==> config.mk <==
export PLATFORM = sky130hd
export DESIGN_NAME = shadow_err_collector
export DESIGN_NICKNAME = d
export VERILOG_FILES = /design/src/rtl/shadow_err_collector.sv
export SDC_FILE = /design/constraint.sdc
export NUM_CORES = 1
export LEC_CHECK = 0
export ABC_AREA = 1
export BUFFER_PORTS_ARGS = -buffer_cell sky130_fd_sc_hd__buf_2
export CELL_PAD_IN_SITES_DETAIL_PLACEMENT = 1
export CELL_PAD_IN_SITES_GLOBAL_PLACEMENT = 2
export CORE_MARGIN = 5
export CORE_UTILIZATION = 21
export CTS_CLUSTER_DIAMETER = 80
export DETAILED_ROUTE_END_ITERATION = 10
export PLACE_DENSITY = 0.78
export SYNTH_ARGS = -nofsm -noshare
export SYNTH_HDL_FRONTEND = slang
export SYNTH_SLANG_ARGS = --single-unit
==> constraint.sdc <==
create_clock -name clk_i -period 0.8 [get_ports clk_i]
set_input_delay 0.2 -clock clk_i [delete_from_list [all_inputs] [get_ports clk_i]]
set_output_delay 0.2 -clock clk_i [all_outputs]
set_load 0.03 [all_outputs]
==> src/rtl/shadow_err_collector.sv <==
// Collects update/storage mismatch errors from shadowed registers into sticky status
// and drives two independent 4-phase alert handshakes. Define SHADOW_ERR_CNT_EN to add recov_cnt_o.
module shadow_err_collector #(
  parameter int unsigned NumRegs = 8,
  parameter int unsigned CntW    = 8
) (
  input  logic               clk_i,
  input  logic               rst_ni,
  input  logic [NumRegs-1:0] err_update_i,
  input  logic [NumRegs-1:0] err_storage_i,
  input  logic [NumRegs-1:0] clr_recov_i,
  output logic [NumRegs-1:0] recov_status_o,
  output logic [NumRegs-1:0] fatal_status_o,
  output logic               recov_req_o,
  input  logic               recov_ack_i,
  output logic               fatal_req_o,
  input  logic               fatal_ack_i,
  output logic [CntW-1:0]    recov_cnt_o
);

  localparam logic [1:0] StIdle    = 2'd0;
  localparam logic [1:0] StReq     = 2'd1;
  localparam logic [1:0] StWaitLow = 2'd2;

  logic [NumRegs-1:0] recov_status_q, recov_status_d;
  logic [NumRegs-1:0] fatal_status_q, fatal_status_d;
  logic               recov_pending_q, recov_pending_d;
  logic               any_update;
  logic [1:0]         trig, ack, go, req;

  assign any_update = |err_update_i;

  // A new event in the same cycle the channel accepts the old one keeps pending set,
  // so it is signalled by a later handshake rather than lost.
  always_comb begin
    recov_status_d  = (recov_status_q & ~clr_recov_i) | err_update_i;
    fatal_status_d  = fatal_status_q | err_storage_i;
    recov_pending_d = any_update | (recov_pending_q & ~go[0]);
  end

  always_ff @(posedge clk_i or negedge rst_ni) begin
    if (!rst_ni) begin
      recov_status_q  <= '0;
      fatal_status_q  <= '0;
      recov_pending_q <= 1'b0;
    end else begin
      recov_status_q  <= recov_status_d;
      fatal_status_q  <= fatal_status_d;
      recov_pending_q <= recov_pending_d;
    end
  end

  assign trig = {|fatal_status_q, recov_pending_q};
  assign ack  = {fatal_ack_i, recov_ack_i};

  // Channel 0 is the recoverable alert, channel 1 the fatal alert.
  for (genvar gi = 0; gi < 2; gi++) begin : g_chan
    logic [1:0] state_q, state_d;
    logic       req_q, req_d;

    // IDLE only leaves with ack low, so a stale ack can never complete a fresh request.
    assign go[gi] = (state_q == StIdle) && trig[gi] && !ack[gi];

    always_comb begin
      state_d = state_q;
      case (state_q)
        StIdle:    if (go[gi])   state_d = StReq;
        StReq:     if (ack[gi])  state_d = StWaitLow;
        StWaitLow: if (!ack[gi]) state_d = StIdle;
        default:                 state_d = StIdle;
      endcase
      req_d = (state_d == StReq);
    end

    always_ff @(posedge clk_i or negedge rst_ni) begin
      if (!rst_ni) begin
        state_q <= StIdle;
        req_q   <= 1'b0;
      end else begin
        state_q <= state_d;
        req_q   <= req_d;
      end
    end

    assign req[gi] = req_q;
  end

  assign recov_req_o    = req[0];
  assign fatal_req_o    = req[1];
  assign recov_status_o = recov_status_q;
  assign fatal_status_o = fatal_status_q;

`ifdef SHADOW_ERR_CNT_EN
  logic [CntW-1:0] recov_cnt_q, recov_cnt_d;

  always_comb begin
    recov_cnt_d = recov_cnt_q;
    if (any_update && (recov_cnt_q != {CntW{1'b1}})) begin
      recov_cnt_d = recov_cnt_q + CntW'(1);
    end
  end

  always_ff @(posedge clk_i or negedge rst_ni) begin
    if (!rst_ni) begin
      recov_cnt_q <= '0;
    end else begin
      recov_cnt_q <= recov_cnt_d;
    end
  end

  assign recov_cnt_o = recov_cnt_q;
`else
  assign recov_cnt_o = '0;
`endif

endmodule
### Word-level counts from Yosys, hierarchy flattened

Index checks and enable logic that the tools add are counted.

| storage, ports and cells | value |
|---|---|
| bits in registers | 23 |
| input port bits | 28 |
| output and inout port bits | 26 |

| cells by class | value |
|---|---|
| equality and inequality tests | 6 |
| muxes and demuxes | 8 |
| bitwise logic cells | 7 |
| reductions and logical operators | 10 |

Operator list:

| cell | number |
|---|---|
| 8-bit bitwise OR | 2 |
| 8-bit OR reduction | 2 |
| 2-bit 2-to-1 mux | 6 |
| 2-bit one-hot mux with 3 select lines | 2 |
| 8-bit bitwise AND | 1 |
| 2-bit by 1-bit == test with 1-bit output, second input constant | 4 |
| 8-bit inverter | 1 |
| 2-bit == test, second input constant | 2 |
| 1-bit logical AND | 4 |
| 2-bit zero test | 2 |
| 1-bit zero test | 2 |
| 1-bit bitwise AND | 1 |
| 1-bit inverter | 1 |
| 1-bit bitwise OR | 1 |

### Logic depth before layout (Yosys ltp)

| logic depth | value |
|---|---|
| word-level depth | 6 |
| gate-level depth with buffers | 4 |
| mapped depth without buffers | 4 |

### Least setup slack after synthesis

No wires, ideal clock.

| timing | value |
|---|---|
| path type | register to register |
| start | register fatal_status_q[0], in the netlist fatal_status_o[0] |
| end | register g_chan[1].req_q, in the netlist fatal_req_o |
| library setup time | 0.119 ns |
| arrival time | 0.837 ns |
| required time | 0.681 ns |
| setup slack | -0.156 ns |
| stages on the path, launching flop included | 5 |
| path buffers | 0 |
| period minus slack after synthesis | 0.956 ns |
| cells stage by stage | dfrtp_1 -> nor2_1 -> nand3_1 -> nor2_1 -> nor2_1 |

| on the way | value |
|---|---|
| cells in the longest elaborated chain, start to end | 6 |

Ends and longest elaborated chain:

| element | line | RTL |
|---|---|---|
| start, declared | 26 | `logic [NumRegs-1:0] fatal_status_q, fatal_status_d;` |
| start signal, assigned | 48 | `fatal_status_q <= fatal_status_d;` |
| 8-bit OR reduction | 53 | `assign trig = {\|fatal_status_q, recov_pending_q};` |
| 1-bit logical AND (2 in series) | 62 | `assign go[gi] = (state_q == StIdle) && trig[gi] && !ack[gi];` |
| 2-bit 2-to-1 mux | 67 | `StIdle: if (go[gi]) state_d = StReq;` |
| 2-bit one-hot mux with 3 select lines | 66 | `case (state_q)` |
| 2-bit by 1-bit == test with 1-bit output | 72 | `req_d = (state_d == StReq);` |
| via g_chan[1].req_d | 59 | `logic req_q, req_d;` |
| end signal, assigned | 81 | `req_q <= req_d;` |
| end, declared | 59 |  |

The timed path passes the listed nets, and every way through them passes these cells.

### Final worst setup path

| timing | value |
|---|---|
| start | register fatal_status_q[3], in the netlist fatal_status_o[3] |
| end | output port fatal_status_o[3] |

RTL lines:

| element | line | RTL |
|---|---|---|
| end, declared | 13 | `output logic [NumRegs-1:0] fatal_status_o,` |

No word-level cell between the ends.

==> impl.org <==
** Global routing
- The initial antenna violation count is 0.
- Global routing finished with a remaining overflow of 0.
- The first global-routing pass estimated 4015 um of wire.
- The number of global-route vias before repair was 896.
- In the global route stage, overall resource usage came out at 0.09223.
- Entering global routing, the biggest net connects 24 pins.

** Critical path
- The worst setup path is of the reg2out kind.
- Setup crit end kind :: output port
- Cell-by-cell trace of the critical path :: buf_6
- Beginning of the worst register-to-register path :: fatal_status_o[5]
- Flop-to-flop setup slack :: -0.20 ns
- Crit path buf inv count :: 1
- Critical-path cell with the highest stage delay :: sky130_fd_sc_hd__dfrtp_2
- Data arrival time of the critical path :: 0.83 ns
- Critical-path maximum fanout :: 3
- The kind of cell with the highest combined delay along the critical path is flip-flops.
- In this run the number of cells on the critical path is 1.
- The largest single stage delay on the critical path is 0.43 ns.
- For the worst setup path, the data required time is 0.60 ns.
- The worst setup path is launched from a register.
- FF-to-FF path depth :: 5
- The worst register-to-register path ends at g_chan[1].state_q[0].

** Timing
- Final setup margin :: -0.2289 ns
- Based on the critical path, the design can be clocked at up to 971.9 MHz.
- Summed negative setup slack over all endpoints :: -4.604 ns
- Unrepaired setup endpoints after global routing :: yes
- Hold timing on the final database bottoms out at a slack of 0.1167 ns.
- Setup violations remaining at the end of the flow were counted as 28.
- Final worst-path cycle share :: 1.286
- The total count of hold-check failures in the final report is 0.
- The count of final max-slew check failures is 0.
- Counting I/O delays and the setup requirement, the final critical path takes 1.029 ns.
- On the final layout, the worst clock skew is 0.0008863 ns.

** Synth
- Top area cells in the synthesized netlist :: sky130_fd_sc_hd__dfrtp_1 (64%), sky130_fd_sc_hd__buf_4 (6.6%), sky130_fd_sc_hd__inv_1 (6.2%), sky130_fd_sc_hd__or2_2 (6.2%), sky130_fd_sc_hd__nor2_1 (5.0%)
- Fraction of post-synthesis cell area in the top cell type by area :: 0.6371
- For this run, the number of Yosys warnings is 0.
- Each instance of the synthesized netlist takes up on average 10.15 um2.
- After synthesis the cells add up to 903.4 um2.
- Post-synthesis instance total :: 89
- After synthesis, the netlist uses 15 different library cells.
- Counting flops and latches in the post-synthesis netlist gives 23.
- For this run, the register share of the synthesized area comes to 0.6371.
- Summed over all instances, the cell type with the most area after synthesis is sky130_fd_sc_hd__dfrtp_1.

** Die
- Core region area :: 4086 um2
- Row cnt :: 23
- Die area :: 5713 um2
- Measured along the y axis, the die boundary spans 75.59 um.
- For this configuration, the core starts out at a cell density of 0.2211.
- For this design the top-level I/O count stands at 54.
- Width of the die :: 75.59 um

** Hold path
- The min-delay analysis places its worst path in the category in2reg.
- The worst hold path begins at clr_recov_i[1].
- Cell depth of the worst hold path :: 2
- Hold path endpoint :: recov_status_o[1]

** Layout
- Leaving out fill and tap cells, the most frequent cell in the layout is sky130_fd_sc_hd__buf_2.
- Final cell count without fillers :: 199
- Antenna diode count :: 0
- Commonest cells after routing, fill and taps aside :: sky130_fd_sc_hd__buf_2 (27), sky130_fd_sc_hd__buf_6 (24), sky130_fd_sc_hd__inv_1 (15), sky130_fd_sc_hd__dfrtp_1 (15), sky130_fd_sc_hd__nor2_1 (10)
- Compared with the post-synthesis result, the final layout area differs by 65.24%.
- In the final layout, the share of cells above drive strength 1 is 0.5369.
- At the end of the flow, the number of nets in the layout was 178.

** Power and ir drop
- Of the total power, registers draw 0.530.
- The analysis attributes to net switching a power of 0.0006078 W.
- P_leak :: 0.7385 nW
- Of the total power, the share spent switching nets is 0.2574.
- Clock network power share :: 0.291
- Summing internal, switching and leakage power gives 0.002362 W.
- Cell internal power was estimated by the tool at 0.001754 W.
- Fraction of power consumed by combinational cells :: 0.179
- Dividing total power by cell area gives a power density of 1582 nW/um2.
- IR analysis of the VDD net gives a maximum drop of 1048 uV.

** Clock tree
- CTS root buffer :: sky130_fd_sc_hd__clkbuf_8
- Clock sinks :: 23
- Clock tree synthesis inserted a total of 3 buffers.
- Max Root-Sink Buffers :: 2
- Max H-tree Level :: 1
- Clock slew at the register clock pins of the worst setup and hold paths :: 0.07 ns
- TritonCTS clock tree :: built
- Clock latency on the worst-skew pair :: 0.25 ns

** Placed design
- Including well taps, the total number of placed cells is 186.
- Number of buffers added on ports :: 45
- Weighted congestion at the end of routability-driven global placement :: 0.6579
- Pre-CTS worst setup slack :: -0.1313 ns
- Detailed placement ended at an HPWL of 1948 um.

** Outcome
- The final reports fail on negative setup slack.
- Status :: finished with violations

** Detailed routing
- In the final routed layout, each cell accounts on average for 12.35 um.
- Via count :: 786
- Final routed DRC violation total :: 0
- The count of nets left with antenna violations once routing finished came out at 0.
- For this block, the initial DRC count from the detailed router was 23.
- In the routed layout, each cell is associated on average with a via count of 3.950.
- The first detailed-routing pass took 2 iterations.
- Post-detailed-routing wire length :: 2458 um

** Run
- Max Cap Viol :: 0
worst max-delay path by stage:
stage	from	endpoint	slack, ns
after floorplan	fatal_status_o[0]	fatal_req_o	-0.12
after global placement	fatal_status_o[3]	g_chan[1].state_q[0]	-0.10
after detailed placement	g_chan[0].state_q[0]	recov_pending_q	-0.13
after CTS	fatal_status_o[0]	fatal_status_o[0]	-0.24
after global routing	fatal_status_o[3]	fatal_status_o[3]	-0.27
final	fatal_status_o[3]	fatal_status_o[3]	-0.23
synthesized netlist by cell type:
cell / instances
sky130_fd_sc_hd__or2_1: 1
sky130_fd_sc_hd__conb_1: 1
sky130_fd_sc_hd__o21ai_0: 6
sky130_fd_sc_hd__dfrtp_1: 23
sky130_fd_sc_hd__a21oi_1: 1
sky130_fd_sc_hd__buf_4: 8
sky130_fd_sc_hd__nor2_1: 12
sky130_fd_sc_hd__or2_2: 9
sky130_fd_sc_hd__o21bai_1: 2
sky130_fd_sc_hd__nand4_1: 1
sky130_fd_sc_hd__o21ai_1: 1
sky130_fd_sc_hd__nor3_1: 2
sky130_fd_sc_hd__nand2_1: 5
sky130_fd_sc_hd__nand3_1: 2
sky130_fd_sc_hd__inv_1: 15
metrics by stage:
stage / cell area (um2) / utilization
final: 1493 / 0.3653
after global routing: 1493 / 0.3653
after CTS: 1455 / 0.3561
after detailed placement: 1212 / 0.2967
after global placement: 1212 / 0.2967
after floorplan: 949.7 / -
layer usage:
layer / global-route usage / wire, um
met5: 0 / 0
met4: 0.005825 / 0
met3: 0.03694 / 239
met2: 0.1860 / 1349
met1: 0.09106 / 868
power groups by stage:
| stage | sequential, W | clock [W] | combinational [W] |
|---|---|---|---|
| 2_1_floorplan | 0.00134 | 0 | 0.000140 |
| 3_3_place_gp | 0.00126 | 0 | 0.000347 |
| 3_5_place_dp | 0.00127 | 0 | 0.000360 |
| 4_1_cts | 0.00125 | 0.000749 | 0.000418 |
| 5_1_grt | 0.00126 | 0.000813 | 0.000464 |
| 6_report | 0.00125 | 0.000686 | 0.000423 |
area by class of cell:
cell class	instances	area [um2]
Fill cell	478	2594
Sequential cell	23	585.6
Timing Repair Buffer	57	465.4
Multi-Input combinational cell	50	277.8
Tap cell	50	62.56
Inverter	15	56.30
Clock buffer	4	45.04
logic make-up (layout without fill, tap and decap cells):
family	count (synthesis)	count (layout)	share of synthesized area
AO/OA/AOI/OAI	10	10	0.06093
buffers and inverters	23	76	0.1288
flip-flops	23	23	0.6371
other	1	8	0.004151
AND/OR/NAND/NOR	32	32	0.1690
registers in the layout, indices dropped and copies added (netlist names):
name	count
fatal_req_o	1
recov_status_o	8
fatal_status_o	8
recov_pending_q	1
recov_req_o	1
g_chan.state_q	4
what timing repair did:
item	4_1_cts	5_1_grt
hold buffers	1	0
resized for setup	42	9
buffers inserted	8	2
pin swaps	5	4
endpoints found under the hold margin	23	0
setup endpoints to repair	28	32
Note: power is estimated with default switching activity, not from simulation.
